[config.mk]
export PLATFORM = sky130hd
export DESIGN_NAME = spi_sensor_poller
export DESIGN_NICKNAME = d
export VERILOG_FILES = /design/src/rtl/spi_sensor_poller.sv
export SDC_FILE = /design/constraint.sdc
export NUM_CORES = 1
export LEC_CHECK = 0
export CAP_MARGIN = 20
export CORE_UTILIZATION = 25
export CTS_BUF_LIST = sky130_fd_sc_hd__clkbuf_4
export DETAILED_ROUTE_END_ITERATION = 16
export HOLD_SLACK_MARGIN = 0.12
export RECOVER_POWER = 25
export SYNTH_ARGS = -nofsm -noshare
export SYNTH_HDL_FRONTEND = slang
export SYNTH_SLANG_ARGS = --single-unit
[constraint.sdc]
create_clock -name SYSCLK -period 3.7 [get_ports SYSCLK]
set_clock_uncertainty 0.2 [all_clocks]
set_input_delay 0.74 -clock SYSCLK [delete_from_list [all_inputs] [get_ports SYSCLK]]
set_output_delay 0.74 -clock SYSCLK [all_outputs]
set_load 0.01 [all_outputs]
[src/rtl/spi_sensor_poller.sv]
// ---------------------------------------------------------------------------
// spi_sensor_poller
//
// Read-only SPI master that polls NCH serial sensors (LM07 style) over one
// shared SCK. Each sensor has its own active-low chip select and its own
// serial data line. Every frame is FRAME_BITS wide and is shifted in MSB
// first. The result is presented on DOUT/DCH together with a one-cycle
// DVALID strobe.
//
// Parameters
//   NCH        number of sensor channels (1..16)
//   FRAME_BITS bits per frame (2..32)
//   CLKDIV     SYSCLK cycles per SCK half-period (>=1)
//   GAP_CYCLES SYSCLK cycles spent in GAP between frames (>=1)
//   CHW        channel index width (>= clog2(NCH), minimum 1)
//
// Ports
//   SYSCLK  in   system clock, rising edge
//   RST     in   asynchronous active-high reset
//   EN      in   continuous mode: keep rescanning while high
//   START   in   single-shot: one pulse starts one scan of all channels
//   BUSY    out  high from the first SETUP cycle until the return to IDLE
//   CS      out  per-channel chip select, active-low, at most one low
//   SCK     out  shared serial clock, idles low
//   SIO     in   per-channel serial data from the sensors
//   DOUT    out  last completed frame, MSB = first bit received
//   DCH     out  channel index of DOUT
//   DVALID  out  one-cycle strobe, DOUT/DCH updated this cycle
//
// Optional feature (macro SPI_POLL_LASTVAL_EN)
//   RADDR   in   read address into the per-channel last-value bank
//   RDATA   out  bank[RADDR], registered, one cycle latency, 0 if RADDR>=NCH
// ---------------------------------------------------------------------------
`timescale 1ns/1ps

module spi_sensor_poller #(
  parameter int NCH        = 4,
  parameter int FRAME_BITS = 16,
  parameter int CLKDIV     = 2,
  parameter int GAP_CYCLES = 4,
  parameter int CHW        = 2
) (
  input  logic                  SYSCLK,
  input  logic                  RST,
  input  logic                  EN,
  input  logic                  START,
  output logic                  BUSY,
  output logic [NCH-1:0]        CS,
  output logic                  SCK,
  input  logic [NCH-1:0]        SIO,
  output logic [FRAME_BITS-1:0] DOUT,
  output logic [CHW-1:0]        DCH,
  output logic                  DVALID
`ifdef SPI_POLL_LASTVAL_EN
  ,
  input  logic [CHW-1:0]        RADDR,
  output logic [FRAME_BITS-1:0] RDATA
`endif
);

  localparam logic [2:0] S_IDLE  = 3'd0;
  localparam logic [2:0] S_SETUP = 3'd1;
  localparam logic [2:0] S_HIGH  = 3'd2;
  localparam logic [2:0] S_LOW   = 3'd3;
  localparam logic [2:0] S_DONE  = 3'd4;
  localparam logic [2:0] S_GAP   = 3'd5;

  localparam int DW = (CLKDIV > 1) ? $clog2(CLKDIV) : 1;
  localparam int GW = (GAP_CYCLES > 1) ? $clog2(GAP_CYCLES) : 1;
  localparam int BW = $clog2(FRAME_BITS);

  localparam logic [DW-1:0]  DIV_LAST = DW'(CLKDIV - 1);
  localparam logic [GW-1:0]  GAP_LAST = GW'(GAP_CYCLES - 1);
  localparam logic [BW-1:0]  BIT_LAST = BW'(FRAME_BITS - 1);
  localparam logic [CHW-1:0] CH_LAST  = CHW'(NCH - 1);

  logic [2:0]            state_q, state_d;
  logic [CHW-1:0]        ch_q, ch_d;
  logic [DW-1:0]         div_q, div_d;
  logic [BW-1:0]         bit_q, bit_d;
  logic [GW-1:0]         gap_q, gap_d;
  logic [FRAME_BITS-1:0] shift_q, shift_d;
  logic [FRAME_BITS-1:0] dout_q, dout_d;
  logic [CHW-1:0]        dch_q, dch_d;
  logic                  dvalid_q, dvalid_d;
  logic                  busy_q, busy_d;
  logic [NCH-1:0]        cs_q, cs_d;
  logic                  sck_q, sck_d;

  logic                  sio_bit;
  logic                  div_end;
  logic                  frame_d;

  // Select the data line of the active channel. A compare loop keeps the
  // mux free of out-of-range indexing when NCH is not a power of two.
  always_comb begin
    sio_bit = 1'b0;
    for (int i = 0; i < NCH; i++) begin
      if (ch_q == CHW'(i)) sio_bit = SIO[i];
    end
  end

  // Next-state logic. Every registered output is computed from the next
  // state, so outputs change on the same edge as the state they belong to.
  // SIO is shifted in on the edge that enters HIGH, i.e. the edge that
  // drives SCK high.
  always_comb begin
    state_d  = state_q;
    ch_d     = ch_q;
    div_d    = div_q;
    bit_d    = bit_q;
    gap_d    = gap_q;
    shift_d  = shift_q;
    dout_d   = dout_q;
    dch_d    = dch_q;
    div_end  = (div_q == DIV_LAST);

    case (state_q)
      S_IDLE: begin
        if (EN || START) begin
          state_d = S_SETUP;
          ch_d    = '0;
          div_d   = '0;
          bit_d   = '0;
        end
      end

      S_SETUP: begin
        if (div_end) begin
          state_d = S_HIGH;
          div_d   = '0;
          shift_d = {shift_q[FRAME_BITS-2:0], sio_bit};
        end else begin
          div_d = div_q + 1'b1;
        end
      end

      S_HIGH: begin
        if (div_end) begin
          state_d = S_LOW;
          div_d   = '0;
        end else begin
          div_d = div_q + 1'b1;
        end
      end

      S_LOW: begin
        if (div_end) begin
          div_d = '0;
          if (bit_q == BIT_LAST) begin
            state_d = S_DONE;
            dout_d  = shift_q;
            dch_d   = ch_q;
          end else begin
            state_d = S_HIGH;
            bit_d   = bit_q + 1'b1;
            shift_d = {shift_q[FRAME_BITS-2:0], sio_bit};
          end
        end else begin
          div_d = div_q + 1'b1;
        end
      end

      S_DONE: begin
        state_d = S_GAP;
        gap_d   = '0;
      end

      S_GAP: begin
        if (gap_q == GAP_LAST) begin
          div_d = '0;
          bit_d = '0;
          // EN is only consulted after the last channel, so a scan that
          // has started always runs through channel NCH-1.
          if (ch_q != CH_LAST) begin
            ch_d    = ch_q + 1'b1;
            state_d = S_SETUP;
          end else if (EN) begin
            ch_d    = '0;
            state_d = S_SETUP;
          end else begin
            state_d = S_IDLE;
          end
        end else begin
          gap_d = gap_q + 1'b1;
        end
      end

      default: state_d = S_IDLE;
    endcase

    frame_d  = (state_d == S_SETUP) || (state_d == S_HIGH) || (state_d == S_LOW);
    sck_d    = (state_d == S_HIGH);
    busy_d   = (state_d != S_IDLE);
    dvalid_d = (state_d == S_DONE);
    cs_d     = '1;
    for (int i = 0; i < NCH; i++) begin
      if (frame_d && (ch_d == CHW'(i))) cs_d[i] = 1'b0;
    end
  end

  // State and output registers. Reset aborts any frame in flight.
  always_ff @(posedge SYSCLK or posedge RST) begin
    if (RST) begin
      state_q  <= S_IDLE;
      ch_q     <= '0;
      div_q    <= '0;
      bit_q    <= '0;
      gap_q    <= '0;
      shift_q  <= '0;
      dout_q   <= '0;
      dch_q    <= '0;
      dvalid_q <= 1'b0;
      busy_q   <= 1'b0;
      cs_q     <= '1;
      sck_q    <= 1'b0;
    end else begin
      state_q  <= state_d;
      ch_q     <= ch_d;
      div_q    <= div_d;
      bit_q    <= bit_d;
      gap_q    <= gap_d;
      shift_q  <= shift_d;
      dout_q   <= dout_d;
      dch_q    <= dch_d;
      dvalid_q <= dvalid_d;
      busy_q   <= busy_d;
      cs_q     <= cs_d;
      sck_q    <= sck_d;
    end
  end

  assign BUSY   = busy_q;
  assign CS     = cs_q;
  assign SCK    = sck_q;
  assign DOUT   = dout_q;
  assign DCH    = dch_q;
  assign DVALID = dvalid_q;

`ifdef SPI_POLL_LASTVAL_EN
  logic [FRAME_BITS-1:0] bank_q [NCH];
  logic [FRAME_BITS-1:0] bank_d [NCH];
  logic [FRAME_BITS-1:0] rdata_q, rdata_d;

  // The bank is written from the DVALID cycle. The read port samples the
  // bank before that write lands, so a same-cycle read returns the old
  // value. Addresses with no matching entry read as zero.
  always_comb begin
    rdata_d = '0;
    for (int i = 0; i < NCH; i++) begin
      bank_d[i] = bank_q[i];
      if (dvalid_q && (dch_q == CHW'(i))) bank_d[i] = dout_q;
      if (RADDR == CHW'(i)) rdata_d = bank_q[i];
    end
  end

  always_ff @(posedge SYSCLK or posedge RST) begin
    if (RST) begin
      for (int i = 0; i < NCH; i++) bank_q[i] <= '0;
      rdata_q <= '0;
    end else begin
      for (int i = 0; i < NCH; i++) bank_q[i] <= bank_d[i];
      rdata_q <= rdata_d;
    end
  end

  assign RDATA = rdata_q;
`endif

endmodule

==> results of run 1 <==
-- metal layers --
metal,up-vias,routed length [um]
met1,706,2140
met2,30,1940
met3,8,244
met4,0,45
met5,-,0
li1,691,-
-- through the flow --
step | utilization | area (sq um) | hold WS (ps) | total power [mW] | setup slack [ps]
after global routing | 0.315 | 2790 | 348 | 0.949 | 775
after detailed placement | 0.309 | 2730 | 295 | 0.655 | 992
final | 0.315 | 2790 | 324 | 0.908 | 1160
after global placement | 0.309 | 2730 | 291 | 0.654 | 1040
after CTS | 0.316 | 2790 | 331 | 0.928 | 1160
after floorplan | - | 2310 | 274 | 0.628 | 1480
-- cell type report --
cell class	instances	area, sq um
clock buffers	7	52.6
clock inverters	1	7.51
fillers	919	6060
inverters	9	33.8
multi-input cells	105	890
flip-flops and latches	53	1330
well taps	108	135
repair buffers	35	335
-- power groups by stage --
stage / clock network (mW) / logic, mW / registers [mW]
final: 0.266 / 0.0442 / 0.597
after global routing: 0.300 / 0.0498 / 0.599
after CTS: 0.283 / 0.0474 / 0.597
after detailed placement: 0 / 0.0471 / 0.608
after global placement: 0 / 0.0465 / 0.608
after floorplan: 0 / 0.0205 / 0.608
-- cell usage in the layout, fill, tap and decap left out, drive strengths merged, types with 5 or more instances in the layout --
master / Yosys / routed
nor2: 6 / 6
dfrtp: 49 / 49
nand2: 8 / 8
clkdlybuf4s50: 0 / 31
a21oi: 6 / 6
clkbuf: 1 / 9
nand4b: 5 / 5
ha: 6 / 6
o21ai: 6 / 6
mux2: 35 / 35
inv: 9 / 9
-- flip-flops by register name, summed over array words and instances (netlist names), 2 cells and up --
| name | count |
|---|---|
| shift_q | 16 |
| bit_q | 4 |
| CS | 4 |
| state_q | 3 |
| DOUT | 16 |
| DCH | 2 |
| ch_q | 2 |
| gap_q | 2 |
-- worst register-to-register path, stage by stage (launching register included) --
cell and delay, ps:
dfrtp_1 670, nor2b_1 360, nand3_1 650, mux2_2 520
-- worst max path at each step --
stage                               from                     end  slack, ps  cells after the start
global route                         RST     DOUT[6]$_DFFE_PP0P_        770                      3
finish                               RST     DOUT[4]$_DFFE_PP0P_       1160                      3
CTS                 state_q[0]$_DFF_PP0_  shift_q[0]$_DFFE_PP0P_       1160                      3
detailed placement                    EN         CS[0]$_DFF_PP1_        990                      6
global placement                      EN         CS[0]$_DFF_PP1_       1040                      6
floorplan                            RST          BUSY$_DFF_PP0_       1480                      1
-- logic make-up after synthesis --
family                   synth area share
AND/OR/NAND/NOR                    0.0932
adder cells (fa/ha/maj)            0.0325
XOR/XNOR                          0.00379
multiplexers                        0.171
AO/OA/AOI/OAI                      0.0840
flip-flops                          0.576
buffers and inverters              0.0395
==> reports/results.txt, run 1 <==
Met1 usage in global routing = 0.131
Overall routed net length = 4370 um
Yosys top cell area share = 0.531
Hold buffer count at cts = 0
Fin. max-slew vios = 0
Drt pass-1 iters = 14
Sequential element share of the synthesized area = 0.576
Area grow syn2layout = 20.6%
Leak = 1.19 nW
Top Ports = 33
Starting Density = 0.261
Delay-heaviest family, CP = buffers and inverters
DRC violations left = 2
Synth cell count leaders = dfrtp_1 (49), mux2_2 (35), inv_1 (9)
Logic pwr share = 0.049
VDD IR max = 0.000133 V
P per Cell Area = 326 mW/mm^2
Fin crit share = 0.686
YS warnings = 0
Clock power frac = 0.293
First-pass GRT wire length = 7400 um
Worst hold path type = reg2reg
Failing checks = design-rule violations
Syn_nets = 189
Worst relative slew slack = 0.215
GRT Residual Overflow = 0
Ys async rst share = 1.00
Number of I/O port buffers = 32
Row count = 34
Distinct cell type count after synthesis = 32
Post-layout minimum cycle time = 2540 ps
Internal = 0.704 mW
Clk_lat worst skew = 360 ps
Max Clk Rate = 394 MHz
Count leader, synth = dfrtp_1
CP Launch Type = input pin
Setup TNS Final = 0 ps
Gr usage total = 0.0978
Top_reg_cell synth = dfrtp_1
Avg Cell Area, Syn = 13.2 sq um
CTS Buffer Depth = 2
ANT nets after route = 0
Largest net degree at the start of global routing = 23
WP data arrival = 2650 ps
Area leader, netlist = dfrtp_1
Crit path buffers/inverters = 3
Worst-path cell chain = dlygate4sd3_1 > inv_1 > clkbuf_1
Post-cts resize count = 0
Layout Cells excl Fill = 318
Hold path start = DOUT[8]$_DFFE_PP0P_
Register-to-register setup slack = 1200 ps
Critical path capture point type = asynchronous set/reset pin
Gr busiest metal = met2
Max_cap viols = 0
GR met3 Demand/Resource = 0.0286
Placeable Area = 0.00885 sq mm
Switch Pwr = 0.204 mW
Met2 Resource Use GR = 0.152
Reg2reg start = state_q[0]$_DFF_PP0_
Seq cells post-synth = 53
Post-CTS Setup Inserts = 0
DR iter-0 viols = 65
Hold depth = 1
CP max stage cell = clkbuf_1
Ant diodes = 0
Synth top area cells = dfrtp_1 (53%), mux2_2 (17%), dfstp_2 (4.6%)
Worst slew pin tran = 1180 ps
Via/cell ratio = 4.51
CTS tree = done
Mapped Cells = 175
Flop pwr share = 0.658
CP Max Fanout = 22
Sw Share = 0.225
Clock slew at reported path FFs = 150 ps
Full die area = 0.00963 sq mm
Setup CP Type = in2async
WL/cell = 13.7 um
HPWL Detailed = 3060 um
Die Wd = 98.1 um
Total number of vias = 1435
Final net count = 223
Fin. Hold Viols = 0
CTS H-tree depth = 2
Mapped cell area = 0.00231 sq mm
Layout cells sized above 1 = 0.248
Status = finished with violations
Setup violators final = 0
Reg2reg end = shift_q[0]$_DFFE_PP0P_
Slowest stage delay, CP = 930 ps
DIE HEIGHT = 98.1 um
Req. time, crit path = 3820 ps
Unrepaired setup endpoints after global routing = no
Cells after DPL = 310
Hold EP = DOUT[8]$_DFFE_PP0P_
Reg2reg path depth = 3
GP Congestion = 0.747
Vias in the first global route = 1435
Initial antenna violation count = 0
Clk Tree Root Cell = clkbuf_4
Clock Sinks = 53
Number of flops mapped to enable cells by yosys = 0
CTS buffer count = 5
Power figures use the tool's default switching activity.
==> inputs of run 2 (changes only) <==
==> constraint.sdc (replaced) <==
create_clock -name SYSCLK -period 2.6 [get_ports SYSCLK]
set_clock_uncertainty 0.2 [all_clocks]
set_input_delay 0.52 -clock SYSCLK [delete_from_list [all_inputs] [get_ports SYSCLK]]
set_output_delay 0.52 -clock SYSCLK [all_outputs]
set_load 0.01 [all_outputs]
==> run 2 against run 1 <==
  * Final cell count rose by 0.63%
  * Count of clock-buffer cells in the layout fell by 1
  * Combinational power rose by 42%
  * Hold slack improved by 3.0 ps
  * Largest power group unchanged
  * The flow still finishes with violations (design-rule violations)
  * First-iteration DRC count fell by 51%
  * Non-clock buffer count rose by 2
==> reports/results.txt, run 2 (synthesis gave the netlist of run 1 again) <==
Total number of vias = 1443
Gr usage total = 0.0946
CP Launch Type = flop
Unrepaired setup endpoints after global routing = no
CTS buffer count = 5
Row count = 34
Die Wd = 98.1 um
Delay-heaviest family, CP = simple AND/OR/NAND/NOR gates
Worst hold path type = reg2reg
Fin. Hold Viols = 0
Leak = 1.21 nW
Worst setup margin = 389 ps
Overall routed net length = 4300 um
Req. time, crit path = 2690 ps
Status = finished with violations
Worst slew pin tran = 1300 ps
DRC violations left = 3
Clock slew at reported path FFs = 150 ps
WL/cell = 13.4 um
GRT Residual Overflow = 0
Most frequent cells in the layout = dfrtp_1 (49), mux2_2 (35), clkdlybuf4s50_1 (31), inv_1 (8), nand2_1 (8)
Post-CTS Setup Inserts = 0
Fin util = 0.320
Ant diodes = 0
Initial antenna violation count = 0
Placeable Area = 0.00885 sq mm
CTS Buffer Depth = 2
Hold buffer count at cts = 0
GP Congestion = 0.748
Clock Sinks = 53
Top Ports = 33
CTS tree = done
Max_cap viols = 0
Number of I/O port buffers = 32
Commonest non-fill, non-tap cell in the layout = dfrtp_1
Max Clk Rate = 452 MHz
Clk Tree Root Cell = clkbuf_4
ANT nets after route = 0
DIE HEIGHT = 98.1 um
Failing checks = design-rule violations
VDD IR max = 0.000305 V
Critical path capture point type = flop
Worst relative slew slack = 0.134
Starting Density = 0.261
Cells after DPL = 312
Setup violators final = 0
Finished Cell Area = 0.00283 sq mm
Vias in the first global route = 1443
Fin. max-slew vios = 0
Worst-path cell chain = ha_1 > nor2b_1 > o22ai_2 > nand2_1 > a22o_1 > or4b_1
WP data arrival = 2300 ps
Pre-CTS setup slack = 113 ps
Post-cts resize count = 0
CP max stage cell = or4b_1
Full die area = 0.00963 sq mm
Post-layout minimum cycle time = 2210 ps
P per Cell Area = 488 mW/mm^2
Clk_lat worst skew = 360 ps
DR iter-0 viols = 32
Slowest stage delay, CP = 520 ps
Via/cell ratio = 4.51
CTS H-tree depth = 2
Layout cells sized above 1 = 0.264
Layout Cells excl Fill = 320
Drt pass-1 iters = 10
Crit path buffers/inverters = 0
Setup CP Type = reg2reg
Area grow syn2layout = 22.5%
HPWL Detailed = 2980 um
Largest net degree at the start of global routing = 54
Fin crit share = 0.850
Setup TNS Final = 0 ps
CP Max Fanout = 6
Final net count = 225
DP Area = 0.00276 sq mm
First-pass GRT wire length = 7130 um
## run 2: changes by cell type in the layout (fill, tap and decap cells not counted), sizes merged
cell / before / now
clkinvlp: 1 / 0
bufinv: 0 / 1
inv: 9 / 8
clkbuf: 9 / 7
buf: 1 / 4
clkinv: 0 / 2
## run 2: through the flow
stage | hold slack [ps] | total power [mW]
after floorplan | 274 | 0.894
after global placement | 292 | 0.932
after detailed placement | 296 | 0.933
after CTS | 293 | 1.41
after global routing | 351 | 1.45
final | 327 | 1.38
## run 2: worst paths after layout
path,slack (ps),end,from,cells after the start
min in group asynchronous,810,shift_q[11]$_DFFE_PP0P_,RST,3
max,390,CS[0]$_DFF_PP1_,ch_q[0]$_DFF_PP0_,6
min reg2reg,330,DOUT[6]$_DFFE_PP0P_,DOUT[6]$_DFFE_PP0P_,1
max reg2reg,390,CS[0]$_DFF_PP1_,ch_q[0]$_DFF_PP0_,6
min,330,DOUT[6]$_DFFE_PP0P_,DOUT[6]$_DFFE_PP0P_,1
max in group asynchronous,620,gap_q[1]$_DFFE_PP0P_,RST,3
## run 2: cell type report
class                           instances  area [sq um]
Clock buffer                            6          45.0
Clock inverter                          2          38.8
Timing Repair Buffer                   37           355
Sequential cell                        53          1330
Tap cell                              108           135
Inverter                                9          33.8
Multi-Input combinational cell        105           890
Fill cell                             897          6020
## run 2: power by group
part	switching (mW)	total (mW)	internal, mW
Sequential	0.00932	0.849	0.840
Combinational	0.0297	0.0627	0.0330
Clock	0.254	0.469	0.216
Total	0.293	1.38	1.09
## run 2: per-layer routing
metal | up-vias | part of all wire | track usage
li1 | 695 | - | -
met1 | 721 | 0.51 | 0.134
met2 | 25 | 0.44 | 0.141
met3 | 2 | 0.042 | 0.0258
met4 | 0 | 0.0035 | 0.0256
met5 | - | 0 | 0
